$ cat config.mk
export PLATFORM = sky130hd
export DESIGN_NAME = logic_capture_controller_flat
export DESIGN_NICKNAME = d
export VERILOG_FILES = /design/src/rtl/logic_capture_controller_if.sv /design/src/rtl/logic_capture_controller.sv /design/src/flat_wrapper.sv
export SDC_FILE = /design/constraint.sdc
export NUM_CORES = 1
export LEC_CHECK = 0
export BUFFER_PORTS_ARGS = -buffer_cell sky130_fd_sc_hd__buf_2
export CAP_MARGIN = 20
export CORE_ASPECT_RATIO = 2
export CORE_UTILIZATION = 40
export CTS_CLUSTER_DIAMETER = 150
export DETAILED_ROUTE_END_ITERATION = 16
export PLACE_DENSITY = 0.69
export SLEW_MARGIN = 20
export SYNTH_ARGS = -nofsm -noshare
export SYNTH_HDL_FRONTEND = slang
export SYNTH_SLANG_ARGS = --single-unit
$ cat constraint.sdc
create_clock -name clk -period 5.6 [get_ports clk]
set_input_delay 0.56 -clock clk [delete_from_list [all_inputs] [get_ports clk]]
set_output_delay 0.56 -clock clk [all_outputs]
set_load 0.01 [all_outputs]
$ cat src/rtl/logic_capture_controller_if.sv
// Register bus, trigger-unit configuration and sample-buffer write port of the capture controller.
// master = CPU / sample source side, slave = controller.
interface logic_capture_controller_if #(
  parameter int SAMPLE_WIDTH   = 8,
  parameter int ADDR_WIDTH     = 10,
  parameter int REG_ADDR_WIDTH = 4
);
  logic [REG_ADDR_WIDTH-1:0] regAddr;
  logic [31:0]               regWrData;
  logic                      regWrEn;
  logic [31:0]               regRdData;
  logic                      sampleValid;
  logic                      triggerDetected;
  logic [SAMPLE_WIDTH-1:0]   activeChannels;
  logic [7:0]                edgeChannel;
  logic                      edgeType;
  logic                      edgeTriggerEnabled;
  logic [SAMPLE_WIDTH-1:0]   desiredPattern;
  logic [SAMPLE_WIDTH-1:0]   dontCareChannels;
  logic                      patternTriggerEnabled;
  logic                      bufWrEn;
  logic [ADDR_WIDTH-1:0]     bufWrAddr;
  logic                      captureDone;

  modport master (
    output regAddr, regWrData, regWrEn, sampleValid, triggerDetected,
    input  regRdData, activeChannels, edgeChannel, edgeType, edgeTriggerEnabled,
           desiredPattern, dontCareChannels, patternTriggerEnabled,
           bufWrEn, bufWrAddr, captureDone
  );

  modport slave (
    input  regAddr, regWrData, regWrEn, sampleValid, triggerDetected,
    output regRdData, activeChannels, edgeChannel, edgeType, edgeTriggerEnabled,
           desiredPattern, dontCareChannels, patternTriggerEnabled,
           bufWrEn, bufWrAddr, captureDone
  );
endinterface

$ cat src/rtl/logic_capture_controller.sv
// Capture controller: CPU register file, trigger configuration and capture sequencer
// writing into a circular sample buffer of depth 2**ADDR_WIDTH.
//   state   | meaning
//   IDLE    | no capture running
//   PREFILL | filling PRE_COUNT pre-trigger samples, trigger ignored
//   ARMED   | circular writes, waiting for a qualified trigger
//   POST    | writing POST_COUNT samples after the trigger sample
//   DONE    | capture complete, captureDone high, no writes
module logic_capture_controller #(
  parameter int SAMPLE_WIDTH   = 8,
  parameter int ADDR_WIDTH     = 10,
  parameter int REG_ADDR_WIDTH = 4
) (
  input logic                     clk,
  input logic                     reset,
  logic_capture_controller_if.slave bus
);

  typedef enum logic [2:0] {IDLE, PREFILL, ARMED, POST, DONE} state_t;

  localparam logic [REG_ADDR_WIDTH-1:0] A_CONTROL = REG_ADDR_WIDTH'(0);
  localparam logic [REG_ADDR_WIDTH-1:0] A_ACTIVE  = REG_ADDR_WIDTH'(1);
  localparam logic [REG_ADDR_WIDTH-1:0] A_EDGE    = REG_ADDR_WIDTH'(2);
  localparam logic [REG_ADDR_WIDTH-1:0] A_PATTERN = REG_ADDR_WIDTH'(3);
  localparam logic [REG_ADDR_WIDTH-1:0] A_DONTCARE= REG_ADDR_WIDTH'(4);
  localparam logic [REG_ADDR_WIDTH-1:0] A_PATEN   = REG_ADDR_WIDTH'(5);
  localparam logic [REG_ADDR_WIDTH-1:0] A_PRE     = REG_ADDR_WIDTH'(6);
  localparam logic [REG_ADDR_WIDTH-1:0] A_POST    = REG_ADDR_WIDTH'(7);
  localparam logic [REG_ADDR_WIDTH-1:0] A_STATUS  = REG_ADDR_WIDTH'(8);
  localparam logic [REG_ADDR_WIDTH-1:0] A_TRIG    = REG_ADDR_WIDTH'(9);

  state_t                  state;
  logic [SAMPLE_WIDTH-1:0] activeReg, patternReg, dontCareReg;
  logic [9:0]              edgeReg;
  logic                    patternEnReg;
  logic [ADDR_WIDTH-1:0]   preCountReg, postCountReg;
  logic [ADDR_WIDTH-1:0]   preLatched, postLatched, preCnt, postCnt, ptr, trigAddr;
  logic                    aborted, captureDoneReg;
  logic [ADDR_WIDTH:0]     preNext, postNext;
  logic                    ctrlWr, startCmd, abortCmd;
  logic [5:0]              statusBits;

  assign ctrlWr   = bus.regWrEn && (bus.regAddr == A_CONTROL);
  assign startCmd = ctrlWr && bus.regWrData[0];
  assign abortCmd = ctrlWr && bus.regWrData[1];

  // One extra bit so a count of 2**ADDR_WIDTH-1 compares without wrapping.
  assign preNext  = {1'b0, preCnt}  + {{ADDR_WIDTH{1'b0}}, 1'b1};
  assign postNext = {1'b0, postCnt} + {{ADDR_WIDTH{1'b0}}, 1'b1};

  always_ff @(posedge clk or negedge reset) begin
    if (!reset) begin
      activeReg    <= '0;
      edgeReg      <= '0;
      patternReg   <= '0;
      dontCareReg  <= '0;
      patternEnReg <= 1'b0;
      preCountReg  <= '0;
      postCountReg <= '0;
    end else if (bus.regWrEn) begin
      case (bus.regAddr)
        A_ACTIVE:   activeReg    <= bus.regWrData[SAMPLE_WIDTH-1:0];
        A_EDGE:     edgeReg      <= bus.regWrData[9:0];
        A_PATTERN:  patternReg   <= bus.regWrData[SAMPLE_WIDTH-1:0];
        A_DONTCARE: dontCareReg  <= bus.regWrData[SAMPLE_WIDTH-1:0];
        A_PATEN:    patternEnReg <= bus.regWrData[0];
        A_PRE:      preCountReg  <= bus.regWrData[ADDR_WIDTH-1:0];
        A_POST:     postCountReg <= bus.regWrData[ADDR_WIDTH-1:0];
        default: ;
      endcase
    end
  end

  always_ff @(posedge clk or negedge reset) begin
    if (!reset) begin
      state          <= IDLE;
      preLatched     <= '0;
      postLatched    <= '0;
      preCnt         <= '0;
      postCnt        <= '0;
      ptr            <= '0;
      trigAddr       <= '0;
      aborted        <= 1'b0;
      captureDoneReg <= 1'b0;
    end else if (abortCmd && state != IDLE) begin
      state          <= IDLE;
      aborted        <= 1'b1;
      captureDoneReg <= 1'b0;
    end else begin
      case (state)
        IDLE, DONE: begin
          // Start together with abort in IDLE: abort wins and is a no-op there.
          if (startCmd && !abortCmd) begin
            ptr            <= '0;
            preCnt         <= '0;
            aborted        <= 1'b0;
            captureDoneReg <= 1'b0;
            preLatched     <= preCountReg;
            postLatched    <= postCountReg;
            state          <= (preCountReg == '0) ? ARMED : PREFILL;
          end
        end
        PREFILL: begin
          if (bus.sampleValid) begin
            ptr    <= ptr + ADDR_WIDTH'(1);
            preCnt <= preCnt + ADDR_WIDTH'(1);
            if (preNext == {1'b0, preLatched}) state <= ARMED;
          end
        end
        ARMED: begin
          if (bus.sampleValid) begin
            ptr <= ptr + ADDR_WIDTH'(1);
            if (bus.triggerDetected) begin
              trigAddr <= ptr;
              postCnt  <= '0;
              if (postLatched == '0) begin
                state          <= DONE;
                captureDoneReg <= 1'b1;
              end else begin
                state <= POST;
              end
            end
          end
        end
        POST: begin
          if (bus.sampleValid) begin
            ptr     <= ptr + ADDR_WIDTH'(1);
            postCnt <= postCnt + ADDR_WIDTH'(1);
            if (postNext == {1'b0, postLatched}) begin
              state          <= DONE;
              captureDoneReg <= 1'b1;
            end
          end
        end
        default: state <= IDLE;
      endcase
    end
  end

  assign statusBits = {aborted, state == DONE, state == POST, state == ARMED,
                       state == PREFILL, state == IDLE};

  always_comb begin
    bus.regRdData = '0;
    case (bus.regAddr)
      A_ACTIVE:   bus.regRdData[SAMPLE_WIDTH-1:0] = activeReg;
      A_EDGE:     bus.regRdData[9:0]              = edgeReg;
      A_PATTERN:  bus.regRdData[SAMPLE_WIDTH-1:0] = patternReg;
      A_DONTCARE: bus.regRdData[SAMPLE_WIDTH-1:0] = dontCareReg;
      A_PATEN:    bus.regRdData[0]                = patternEnReg;
      A_PRE:      bus.regRdData[ADDR_WIDTH-1:0]   = preCountReg;
      A_POST:     bus.regRdData[ADDR_WIDTH-1:0]   = postCountReg;
      A_STATUS:   bus.regRdData[5:0]              = statusBits;
      A_TRIG:     bus.regRdData[ADDR_WIDTH-1:0]   = trigAddr;
      default: ;
    endcase
  end

  assign bus.activeChannels        = activeReg;
  assign bus.edgeChannel           = edgeReg[7:0];
  assign bus.edgeType              = edgeReg[8];
  assign bus.edgeTriggerEnabled    = edgeReg[9];
  assign bus.desiredPattern        = patternReg;
  assign bus.dontCareChannels      = dontCareReg;
  assign bus.patternTriggerEnabled = patternEnReg;
  assign bus.bufWrEn     = bus.sampleValid && (state == PREFILL || state == ARMED || state == POST);
  assign bus.bufWrAddr   = ptr;
  assign bus.captureDone = captureDoneReg;

endmodule

$ cat src/flat_wrapper.sv
// flat-port wrapper written by rule: the top's interface ports become plain ports
module logic_capture_controller_flat 
#(
  parameter int SAMPLE_WIDTH   = 8,
  parameter int ADDR_WIDTH     = 10,
  parameter int REG_ADDR_WIDTH = 4
)
  (clk, reset, bus_regAddr, bus_regWrData, bus_regWrEn, bus_sampleValid, bus_triggerDetected, bus_regRdData, bus_activeChannels, bus_edgeChannel, bus_edgeType, bus_edgeTriggerEnabled, bus_desiredPattern, bus_dontCareChannels, bus_patternTriggerEnabled, bus_bufWrEn, bus_bufWrAddr, bus_captureDone);
  logic_capture_controller_if #(.SAMPLE_WIDTH(SAMPLE_WIDTH), .ADDR_WIDTH(ADDR_WIDTH), .REG_ADDR_WIDTH(REG_ADDR_WIDTH)) bus_i ();
  input logic clk;
  input logic reset;
  input wire logic [$bits(bus_i.regAddr)-1:0] bus_regAddr;
  input wire logic [$bits(bus_i.regWrData)-1:0] bus_regWrData;
  input wire logic [$bits(bus_i.regWrEn)-1:0] bus_regWrEn;
  input wire logic [$bits(bus_i.sampleValid)-1:0] bus_sampleValid;
  input wire logic [$bits(bus_i.triggerDetected)-1:0] bus_triggerDetected;
  output wire logic [$bits(bus_i.regRdData)-1:0] bus_regRdData;
  output wire logic [$bits(bus_i.activeChannels)-1:0] bus_activeChannels;
  output wire logic [$bits(bus_i.edgeChannel)-1:0] bus_edgeChannel;
  output wire logic [$bits(bus_i.edgeType)-1:0] bus_edgeType;
  output wire logic [$bits(bus_i.edgeTriggerEnabled)-1:0] bus_edgeTriggerEnabled;
  output wire logic [$bits(bus_i.desiredPattern)-1:0] bus_desiredPattern;
  output wire logic [$bits(bus_i.dontCareChannels)-1:0] bus_dontCareChannels;
  output wire logic [$bits(bus_i.patternTriggerEnabled)-1:0] bus_patternTriggerEnabled;
  output wire logic [$bits(bus_i.bufWrEn)-1:0] bus_bufWrEn;
  output wire logic [$bits(bus_i.bufWrAddr)-1:0] bus_bufWrAddr;
  output wire logic [$bits(bus_i.captureDone)-1:0] bus_captureDone;
  assign bus_i.regAddr = bus_regAddr;
  assign bus_i.regWrData = bus_regWrData;
  assign bus_i.regWrEn = bus_regWrEn;
  assign bus_i.sampleValid = bus_sampleValid;
  assign bus_i.triggerDetected = bus_triggerDetected;
  assign bus_regRdData = bus_i.regRdData;
  assign bus_activeChannels = bus_i.activeChannels;
  assign bus_edgeChannel = bus_i.edgeChannel;
  assign bus_edgeType = bus_i.edgeType;
  assign bus_edgeTriggerEnabled = bus_i.edgeTriggerEnabled;
  assign bus_desiredPattern = bus_i.desiredPattern;
  assign bus_dontCareChannels = bus_i.dontCareChannels;
  assign bus_patternTriggerEnabled = bus_i.patternTriggerEnabled;
  assign bus_bufWrEn = bus_i.bufWrEn;
  assign bus_bufWrAddr = bus_i.bufWrAddr;
  assign bus_captureDone = bus_i.captureDone;
  logic_capture_controller #(.SAMPLE_WIDTH(SAMPLE_WIDTH), .ADDR_WIDTH(ADDR_WIDTH), .REG_ADDR_WIDTH(REG_ADDR_WIDTH)) u_core (.clk(clk), .reset(reset), .bus(bus_i));
endmodule
==> impl_results.md, run 1 <==
* Status: complete, no violations
* RSZ-0062 raised after global routing: false
* Max FO, Critical Path at 10
* Power per cell area at 463 mW/mm^2
* # resized after CTS at 0
* Hold slack at between 0.2 and 0.3 ns
* Post-CTS Setup Inserts at 0
* Die ar. at between 0.015 and 0.02 sq mm
* IO Count at 120
* Post-Route WL at 18,500 microns
* Commonest cells after routing, fill and taps aside: 121 x nand2_1, 120 x dfrtp_1, 74 x buf_2
* CP required at 5.90 ns
* Skew final at around 0.0083 ns
* Die Span X at 92.1 microns
* Number of synthesized flops with an enable pin at 0
* Skew-Pair Late Insertion Delay at 0.42 ns
* Routing usage on met2 at 42.0%
* P_leak at 3.47 nW
* Hpwl dp at approximately 14,000 microns
* Synth Warn # at 0
* Fillers at 1,523
* Router iterations before antenna repair at 6
* CP peak stage delay at 0.52 ns
* Slew HR at 34.9%
* GP Congestion at 0.908
* Reg2Reg Depth at 8
* Final Max Tran Viols at 0
* Vias in the first global route at 5,270
* Share of cells above drive strength 1 at 22.8%
* R2R Path Start: u_core.postCnt[0]
* H-tree levels at 4
* Total negative slack at 0 ns
* Seq cells post-synth at 120
* Worst setup SP type: flop
* Max Cap Violations at 0
* Cell mode on critical path: or4_1
* Worst-margin pin slew at 0.973 ns
* Top cell family by delay on the critical path: simple AND/OR/NAND/NOR gates
* Initial Util at 41.1%
* Antenna-violating nets left at 0
* Crit path kind: reg -> reg
* Placeable Area at 0.0158 sq mm
* Die height at 182 microns
* TritonCTS clock tree: done
* CTS buffer count at 17
* P_int at 0.00228 W
* Commonest non-fill, non-tap cell in the layout: nand2_1
* Initial antenna violation count at 0
* Buf/Inv on CP at 0
* # rows at 65
* Sequential-to-total area share from yosys stat at a little under half
* Yosys cell types at 64
* Hold_buf cts at 0
* Routing usage on met3 at 4.08%
* Crit path arrival time at ~3.6 ns
* Routed vias at 5,552
* Register clock-pin slew on the reported worst setup and hold paths at 0.05 ns
* Slowest CP cell: or4_1
* Pin count of the biggest net entering global routing at 72
* HP Class: in -> async
* Avg Vias per Cell at 5.83
* PortBufs at 75
* Clock Sinks at 120
* Cell chain of the critical path: ha_1 > xnor3_1 > o2111ai_1 > or4_1 > or4_1 > o21a_1 > a2111oi_4 > mux2_4
* Routed wire per std cell at 19.4 microns
* Tmin final at 3.24 ns
* CTS Root Cell: clkbuf_16
* GR peak layer: met2
* Drt first-iter violations at between 300 and 400
* Clk buf depth at 2
* Met1 GRT Util at 23.7%
* Final hold vios at 0
* Peak VDD IR at 0.313 mV
* Power Total at 0.00350 W
* Net Sw Power at ~0.0012 W
* Clock power share at about 34%
* Global-route wire length before repair at 29,000 microns
* Finish-stage setup viols at 0
* Placed Area at 0.00692 sq mm
* DRC viols at 0
* Final net count at 783
* Main flop type after synthesis: dfrtp_1
* Area Overhead vs Synth at 16.4%
* Worst r2r dst: u_core.state[0]
* Sequential Power Share at 39.9%
* Residual overflow from global routing at 0
* Period Utilization, post-route at between 50% and 60%
* CP endpoint kind: flop
* Achievable frequency at between 300 and 400 MHz
* Async set or reset register ratio after synthesis at 100%
* Mapped cell area at 0.00649 sq mm
* Switching Share at 34.7%
* Post-Synthesis Cells at a little under 700
* Antenna cells at 0
* Comb power frac at approximately a quarter
* Final instance area at 0.00755 sq mm
* GRT Total Usage at 22.9%
* Syn_area_per_cell at 9.57 sq um
* R2R Setup Slk at 2.36 ns
-- flip-flops by register name (all words and copies together), names as in the netlist --
| name | count |
|---|---|
| u_core.postCnt | 10 |
| u_core.preCountReg | 10 |
| u_core.bus.dontCareChannels | 8 |
| u_core.postLatched | 10 |
| u_core.bus.activeChannels | 8 |
| u_core.bus.patternTriggerEnabled | 1 |
| u_core.state | 3 |
| u_core.bus.captureDone | 1 |
| u_core.bus.desiredPattern | 8 |
| u_core.preLatched | 10 |
| u_core.postCountReg | 10 |
| u_core.preCnt | 10 |
| u_core.bus.bufWrAddr | 10 |
| u_core.trigAddr | 10 |
| u_core.aborted | 1 |
| u_core.edgeReg | 10 |
-- cell type report --
class	count	area, sq um	share of cell area (%)
Clock buffer	23	488	6.46
Timing Repair Buffer	81	423	5.60
Multi-Input combinational cell	509	3210	42.5
Sequential cell	120	3000	39.8
Inverter	10	37.5	0.497
Tap cell	201	251	3.33
Clock inverter	8	143	1.89
-- power groups by stage --
| stage | Combinational (W) | Clock [W] | Sequential, W |
|---|---|---|---|
| 2_1_floorplan | 0.000698 | 0 | 0.00128 |
| 3_3_place_gp | 0.000903 | 0 | 0.00139 |
| 3_5_place_dp | 0.000926 | 0 | 0.00139 |
| 4_1_cts | 0.000931 | 0.00118 | 0.00139 |
| 5_1_grt | 0.00103 | 0.00122 | 0.00143 |
| 6_report | 0.000929 | 0.00117 | 0.00140 |
-- worst max-delay path by stage --
stage                           start               to  cells past startpoint
floorplan              bus_regAddr[2]  u_core.state[0]                      8
global placement       bus_regAddr[3]  u_core.state[0]                      8
detailed placement     bus_regAddr[3]  u_core.state[1]                      8
CTS                 u_core.postCnt[0]  u_core.state[0]                      8
global route        u_core.postCnt[0]  u_core.state[1]                      8
finish              u_core.postCnt[0]  u_core.state[0]                      8
-- cell families after synthesis --
family | after synthesis | synth area share (%)
other | 1 | 0.0578
muxes | 60 | 10.5
buffers and inverters | 70 | 5.51
and+or+nand+nor | 248 | 17.9
adders and majority gates | 3 | 0.578
DFF | 120 | 46.3
AOI/OAI and AO/OA | 153 | 15.8
xor gates and xnor gates | 23 | 3.32
-- Yosys cell counts (6+ instances only) --
cell	n	area (sq um)
nor2b_1	6	37.5
a22oi_1	14	105
a222oi_1	6	60.1
mux2_2	55	619
xor2_1	12	105
dfrtp_1	120	3000
xnor2_1	10	87.6
o31ai_1	10	75.1
inv_1	10	37.5
nand3_1	19	95.1
nor3_1	17	85.1
and3_1	6	37.5
a32oi_1	7	61.3
nor4_1	6	37.5
clkbuf_1	33	124
o21ai_0	48	240
nand2_1	121	454
o211ai_1	8	60.1
a21oi_1	27	135
nand2b_1	7	43.8
nor2_1	30	113
nand4_1	11	68.8
buf_4	23	173
-- metrics by stage --
step	util [%]	std cells	setup slack, ns
after global routing	47.9	952	2.15
after global placement	43.9	921	2.21
after floorplan	-	699	2.48
after CTS	47.9	952	2.34
final	47.9	952	2.36
after detailed placement	43.9	921	2.19
-- layer usage --
layer	share of wire (%)	wire, microns
met5	0	0
met2	53	9830
met1	36	6590
met4	5.8	1070
met3	5.2	953
(Power assumes the default switching activity.)
==> run 2, diff against run 1 <==
--- a/config.mk
+++ b/config.mk
@@ -5,13 +5,14 @@
 export SDC_FILE = /design/constraint.sdc
 export NUM_CORES = 1
 export LEC_CHECK = 0
+export ABC_AREA = 1
 export BUFFER_PORTS_ARGS = -buffer_cell sky130_fd_sc_hd__buf_2
 export CAP_MARGIN = 20
 export CORE_ASPECT_RATIO = 2
 export CORE_UTILIZATION = 40
 export CTS_CLUSTER_DIAMETER = 150
 export DETAILED_ROUTE_END_ITERATION = 16
-export PLACE_DENSITY = 0.69
+export PLACE_DENSITY = 0.71
 export SLEW_MARGIN = 20
 export SYNTH_ARGS = -nofsm -noshare
 export SYNTH_HDL_FRONTEND = slang
==> constraint.sdc (replaced) <==
create_clock -name clk -period 2.7 [get_ports clk]
set_input_delay 0.27 -clock clk [delete_from_list [all_inputs] [get_ports clk]]
set_output_delay 0.27 -clock clk [all_outputs]
set_load 0.01 [all_outputs]
==> impl_results.md, run 2 <==
* Avg Vias per Cell at 5.29
* CTS buffer count at 17
* GP Congestion at 0.961
* CP endpoint kind: output pin
* Synth Warn # at 0
* Router iterations before antenna repair at 7
* Achievable frequency at 426 MHz
* RSZ-0062 raised after global routing: false
* Vias in the first global route at between 5,000 and 6,000
* # rows at 65
* Die height at ~180 microns
* Share of cells above drive strength 1 at about 16%
* H-tree levels at 4
* Post-Route WL at 18,100 microns
* Skew-Pair Late Insertion Delay at around 0.42 ns
* PortBufs at 75
* Max Cap Violations at 0
* Final hold vios at 0
* # resized after CTS at 0
* Leading cell types by count after synthesis: 229 x nand2_1, 120 x dfrtp_1, 94 x inv_1, 94 x o21ai_0, 55 x nand3_1
* DRC viols at 0
* Yosys cell types at 44
* Mapped cell area at 0.00638 sq mm
* Residual overflow from global routing at 0
* CTS Root Cell: clkbuf_16
* Total negative slack at 0 ns
* P_leak at about 3.7 nW
* Commonest cells after routing, fill and taps aside: 229 x nand2_1, 120 x dfrtp_1, 94 x inv_1, 94 x o21ai_0, 74 x buf_2
* Final worst setup slack at ~0.35 ns
* Tmin final at 2.35 ns
* Final net count at 941
* Max FO, Critical Path at 4
* TritonCTS clock tree: done
* Async set or reset register ratio after synthesis at 100%
* Period Utilization, post-route at 87.0%
* CP required at ~2.4 ns
* HP Class: in -> reg
* Global-route wire length before repair at about 30,000 microns
* Worst setup SP type: flop
* Worst-margin pin slew at between 0.6 and 0.7 ns
* Post-CTS Setup Inserts at 0
* Initial Util at 40.6%
* Peak VDD IR at 0.600 mV
* Placeable Area at around 0.016 sq mm
* Main flop type after synthesis: dfrtp_1
* Post-Synthesis Cells at 815
* Slew HR at 55.3%
* Die Span X at about 91 microns
* Sequential-to-total area share from yosys stat at 47.1%
* Finish-stage setup viols at 0
* Yosys top cell area share at 47.1%
* Area Overhead vs Synth at 18.1%
* Hpwl dp at 13,700 microns
* Top cells by area, synth: dfrtp_1 47%, nand2_1 13%, o21ai_0 7.4%, inv_1 5.5%, nand3_1 4.3%
* Yosys top cell by area: dfrtp_1
* Die ar. at 0.0165 sq mm
* Power per cell area at 927 mW/mm^2
* Skew final at 0.00624 ns
* Syn_area_per_cell at slightly below 8 sq um
* Count leader, synth: nand2_1
* Routed wire per std cell at 16.3 microns
* Setup WS pre-CTS at approximately 0.5 ns
* Initial antenna violation count at 0
* IO Count at 120
* Number of synthesized flops with an enable pin at 0
* Commonest non-fill, non-tap cell in the layout: nand2_1
* Seq cells post-synth at 120
* Status: complete, no violations
* Antenna cells at 0
* Drt first-iter violations at 366
* Register clock-pin slew on the reported worst setup and hold paths at about 0.05 ns
* Crit path kind: reg -> out
* Final Max Tran Viols at 0
* Pin count of the biggest net entering global routing at 47
* Clock Sinks at 120
* Antenna-violating nets left at 0
* GRT Total Usage at 23.1%
* Clk buf depth at 2
* Core Util, Final at 48.0%
* Routed vias at about 5,900
* Hold slack at 0.204 ns
* Hold_buf cts at 1
* Crit path arrival time at 2.08 ns
-- run 2: cell types whose count changed after synthesis, moves of 16 or more --
cell      change
a21oi_1      -18
nand2_1     +108
nand3_1      +36
nor2_1       +17
clkbuf_1     -16
o22ai_1      +16
mux2_2       -55
o21ai_0      +46
inv_1        +84
-- run 2: cell type report --
class                      count  area, sq um
sequential                   120         3000
clock buffer                  21          460
multi-input combinational    572         2810
timing repair buffer          88          490
tap                          201          251
inverter                      98          368
fill                        1511         8160
clock inverter                11          148
-- run 2: worst max-delay path, cell delays in order, from the launching register on --
cell and delay (ns):
dfrtp_1 0.46, inv_1 0.10, nor2_1 0.17, inv_1 0.11, nor2_1 0.13, inv_1 0.09, o21ai_0 0.26, a221oi_1 0.12
nand2_1 0.10, buf_2 0.13
-- run 2: cells by family after synthesis --
kind of cell | after synthesis | synth area share (%)
other | 1 | 0.0588
adders and majority gates | 3 | 0.589
xor gates and xnor gates | 6 | 0.824
buffers and inverters | 144 | 10.0
DFF | 120 | 47.1
AOI/OAI and AO/OA | 158 | 14.9
and+or+nand+nor | 383 | 26.5
-- run 2: per-layer routing --
metal / vias to the layer above / track usage (%) / routed length (microns)
li1: 2810 / - / -
met5: - / 0 / 0
met1: 2771 / 22.4 / 6180
met3: 59 / 4.89 / 793
met2: 239 / 43.4 / 10000
met4: 0 / 14.7 / 1090
-- run 2: path summary, 6_finish.rpt --
path / startpoint / end / slack, ns / cells after the start
setup / recovery: u_core.state[1] / bus_regRdData[2] / 0.35 / 9
hold / removal: bus_regWrData[8] / u_core.preCountReg[8] / 0.20 / 3
setup reg to reg: u_core.preCnt[0] / u_core.state[0] / 0.49 / 14
hold reg to reg: u_core.postCountReg[0] / u_core.postCountReg[0] / 0.49 / 2
max in group asynchronous: reset / u_core.preCountReg[4] / 1.57 / 3
min in group asynchronous: reset / u_core.edgeReg[5] / 0.41 / 2
-- run 2: report_power, final --
group	switching [W]	internal [W]
clock network	0.000829	0.00150
logic	0.00128	0.000679
registers	0.000451	0.00225
total	0.00256	0.00443
-- run 2: per-stage QoR --
stage	total power (W)	cell area [sq um]	instances
after floorplan	0.00402	6460	836
after global placement	0.00461	6920	1078
after CTS	0.00698	7530	1111
after global routing	0.00741	7530	1111
final	0.00698	7530	1111
after detailed placement	0.00465	6920	1078
==> run 3, diff against run 2 <==
--- a/config.mk
+++ b/config.mk
@@ -5,7 +5,6 @@
 export SDC_FILE = /design/constraint.sdc
 export NUM_CORES = 1
 export LEC_CHECK = 0
-export ABC_AREA = 1
 export BUFFER_PORTS_ARGS = -buffer_cell sky130_fd_sc_hd__buf_2
 export CAP_MARGIN = 20
 export CORE_ASPECT_RATIO = 2
==> impl_results.md, run 3 (synthesis results as in run 1) <==
* Failing checks: setup timing
* GP Congestion at ~0.97
* Routed vias at between 5,000 and 6,000
* Commonest non-fill, non-tap cell in the layout: nand2_1
* Net Sw Power at about 0.0027 W
* Clk buf depth at 2
* CTS Root Cell: clkbuf_16
* CP required at 3.00 ns
* Setup WS pre-CTS at -0.251 ns
* Peak VDD IR at 0.902 mV
* P_leak at 3.77 nW
* Final net count at between 800 and 900
* P_int at 0.00484 W
* Share of cells above drive strength 1 at 30.3%
* Hold slack at 0.130 ns
* H-tree levels at 4
* Router iterations before antenna repair at 7
* Max FO, Critical Path at 3
* Hold Path Depth at 2
* Clock Sinks at 120
* Commonest cells after routing, fill and taps aside: 121 x nand2_1, 119 x dfrtp_1, 74 x buf_2
* Finish-stage setup viols at 2
* Drt first-iter violations at ~340
* Die ar. at 0.0168 sq mm
* Die Span X at 92.1 microns
* Reg2Reg Depth at 8
* Crit path arrival time at 3.06 ns
* Power per cell area at 935 mW/mm^2
* Die height at 182 microns
* Sequential Power Share at 36.5%
* Tmin final at 2.76 ns
* RSZ-0062 raised after global routing: true
* Initial antenna violation count at 0
* Status: finished with violations
* Residual overflow from global routing at 0
* TritonCTS clock tree: done
* Placeable Area at roughly 0.016 sq mm
* Worst-margin pin slew at 0.861 ns
* Post-Route WL at roughly 20,000 microns
* Skew final at 0.00960 ns
* Switching Share at 36.1%
* IO Count at 120
* Hpwl dp at 15,000 microns
* Comb power frac at 32.5%
* DRC viols at 0
* CP endpoint kind: flop
* Worst setup SP type: flop
* Avg Vias per Cell at about 5.7
* Max Cap Violations at 0
* Pin count of the biggest net entering global routing at 65
* PortBufs at between 70 and 80
* Antenna cells at 0
* Skew-Pair Late Insertion Delay at around 0.42 ns
* Final Max Tran Viols at 0
* # rows at 65
* Area Overhead vs Synth at 24.9%
* Achievable frequency at 363 MHz
* HP Class: in -> reg
* Final hold vios at 0
* Crit path kind: reg -> reg
* Clock power share at 31.0%
* Period Utilization, post-route at 102%
* Antenna-violating nets left at 0
* Routed wire per std cell at 19.7 microns
* GRT Total Usage at 24.7%
* Initial Util at 41.1%
* Slew HR at 42.6%
* Register clock-pin slew on the reported worst setup and hold paths at 0.06 ns
* Global-route wire length before repair at 31,100 microns
* Vias in the first global route at ~5,700
* CTS buffer count at 17
* Power Total at 0.00758 W
* Final worst setup slack at -0.0582 ns
==> run 3: cell count changes in the layout (fill, tap and decap cells not counted), moves of 8 or more <==
cell      before  now
nor2_1        47   30
a21oi_1        9   26
a22oi_1        0   14
nor3_1         6   16
buf_4         12   66
o21ai_0       94   47
nand3_1       55   18
o22ai_1       17    1
inv_1         94   10
mux2_2         0   55
o211ai_1       0    8
o31ai_1        2   10
nand2_1      229  121
==> run 3: power groups by stage <==
| stage | Clock, W | Combinational, W | Sequential (W) |
|---|---|---|---|
| after floorplan | 0 | 0.00146 | 0.00266 |
| after global placement | 0 | 0.00228 | 0.00275 |
| after detailed placement | 0 | 0.00233 | 0.00276 |
| after CTS | 0.00237 | 0.00241 | 0.00275 |
| after global routing | 0.00244 | 0.00268 | 0.00280 |
| final | 0.00235 | 0.00246 | 0.00277 |
==> run 3: final timing paths <==
check	start	end	slack, ns
min in group asynchronous	reset	u_core.preCnt[7]	0.31
max in group asynchronous	reset	u_core.bus.activeChannels[2]	1.60
worst min-delay path	bus_regWrData[9]	u_core.edgeReg[9]	0.13
worst min register to register	u_core.preLatched[1]	u_core.preLatched[1]	0.49
worst max register to register	u_core.postCnt[0]	u_core.state[1]	-0.06
worst max-delay path	u_core.postCnt[0]	u_core.state[1]	-0.06
==> run 3: critical path, cell delays in order (launching register included) <==
cell and delay (ns):
dfrtp_1 0.40, ha_4 0.18, xnor3_1 0.22, o2111ai_2 0.13, or4_1 0.42, or4_4 0.43
o21a_1 0.22, a2111oi_4 0.30, mux2_4 0.34
==> run 3: repair_timing <==
| item | in CTS | in global routing |
|---|---|---|
| endpoints found under the hold margin | 24 | 0 |
| setup endpoints to repair | 4 | 4 |
| hold buffers | 1 | 0 |
| gates cloned | 0 | 0 |
| gates resized for setup | 8 | 10 |
| setup buffers | 1 | 2 |
| pin swaps | 7 | 5 |
==> run 3: final cells by class <==
cell class | count | area, sq um
fill | 1475 | 7670
multi-input combinational | 509 | 3290
sequential | 120 | 3000
timing repair buffer | 143 | 907
clock buffer | 19 | 443
tap | 201 | 251
clock inverter | 13 | 170
inverter | 10 | 37.5
==> run 3: per-layer routing <==
metal	wire length, microns	vias to the layer above	GRT usage (%)
li1	-	2658	-
met1	6890	2821	24.5
met2	10800	230	44.4
met3	739	82	4.04
met4	1570	0	19.7
met5	0	-	0
==> run 3: per-stage QoR <==
stage | instances | TNS, ns | area [sq um] | util [%]
2_1_floorplan | 699 | -0.598 | 6580 | -
3_3_place_gp | 979 | -0.504 | 7370 | 46.7
3_5_place_dp | 979 | -0.671 | 7370 | 46.7
4_1_cts | 1013 | -0.359 | 8060 | 51.1
5_1_grt | 1015 | -0.196 | 8110 | 51.4
6_report | 1015 | -0.111 | 8110 | 51.4
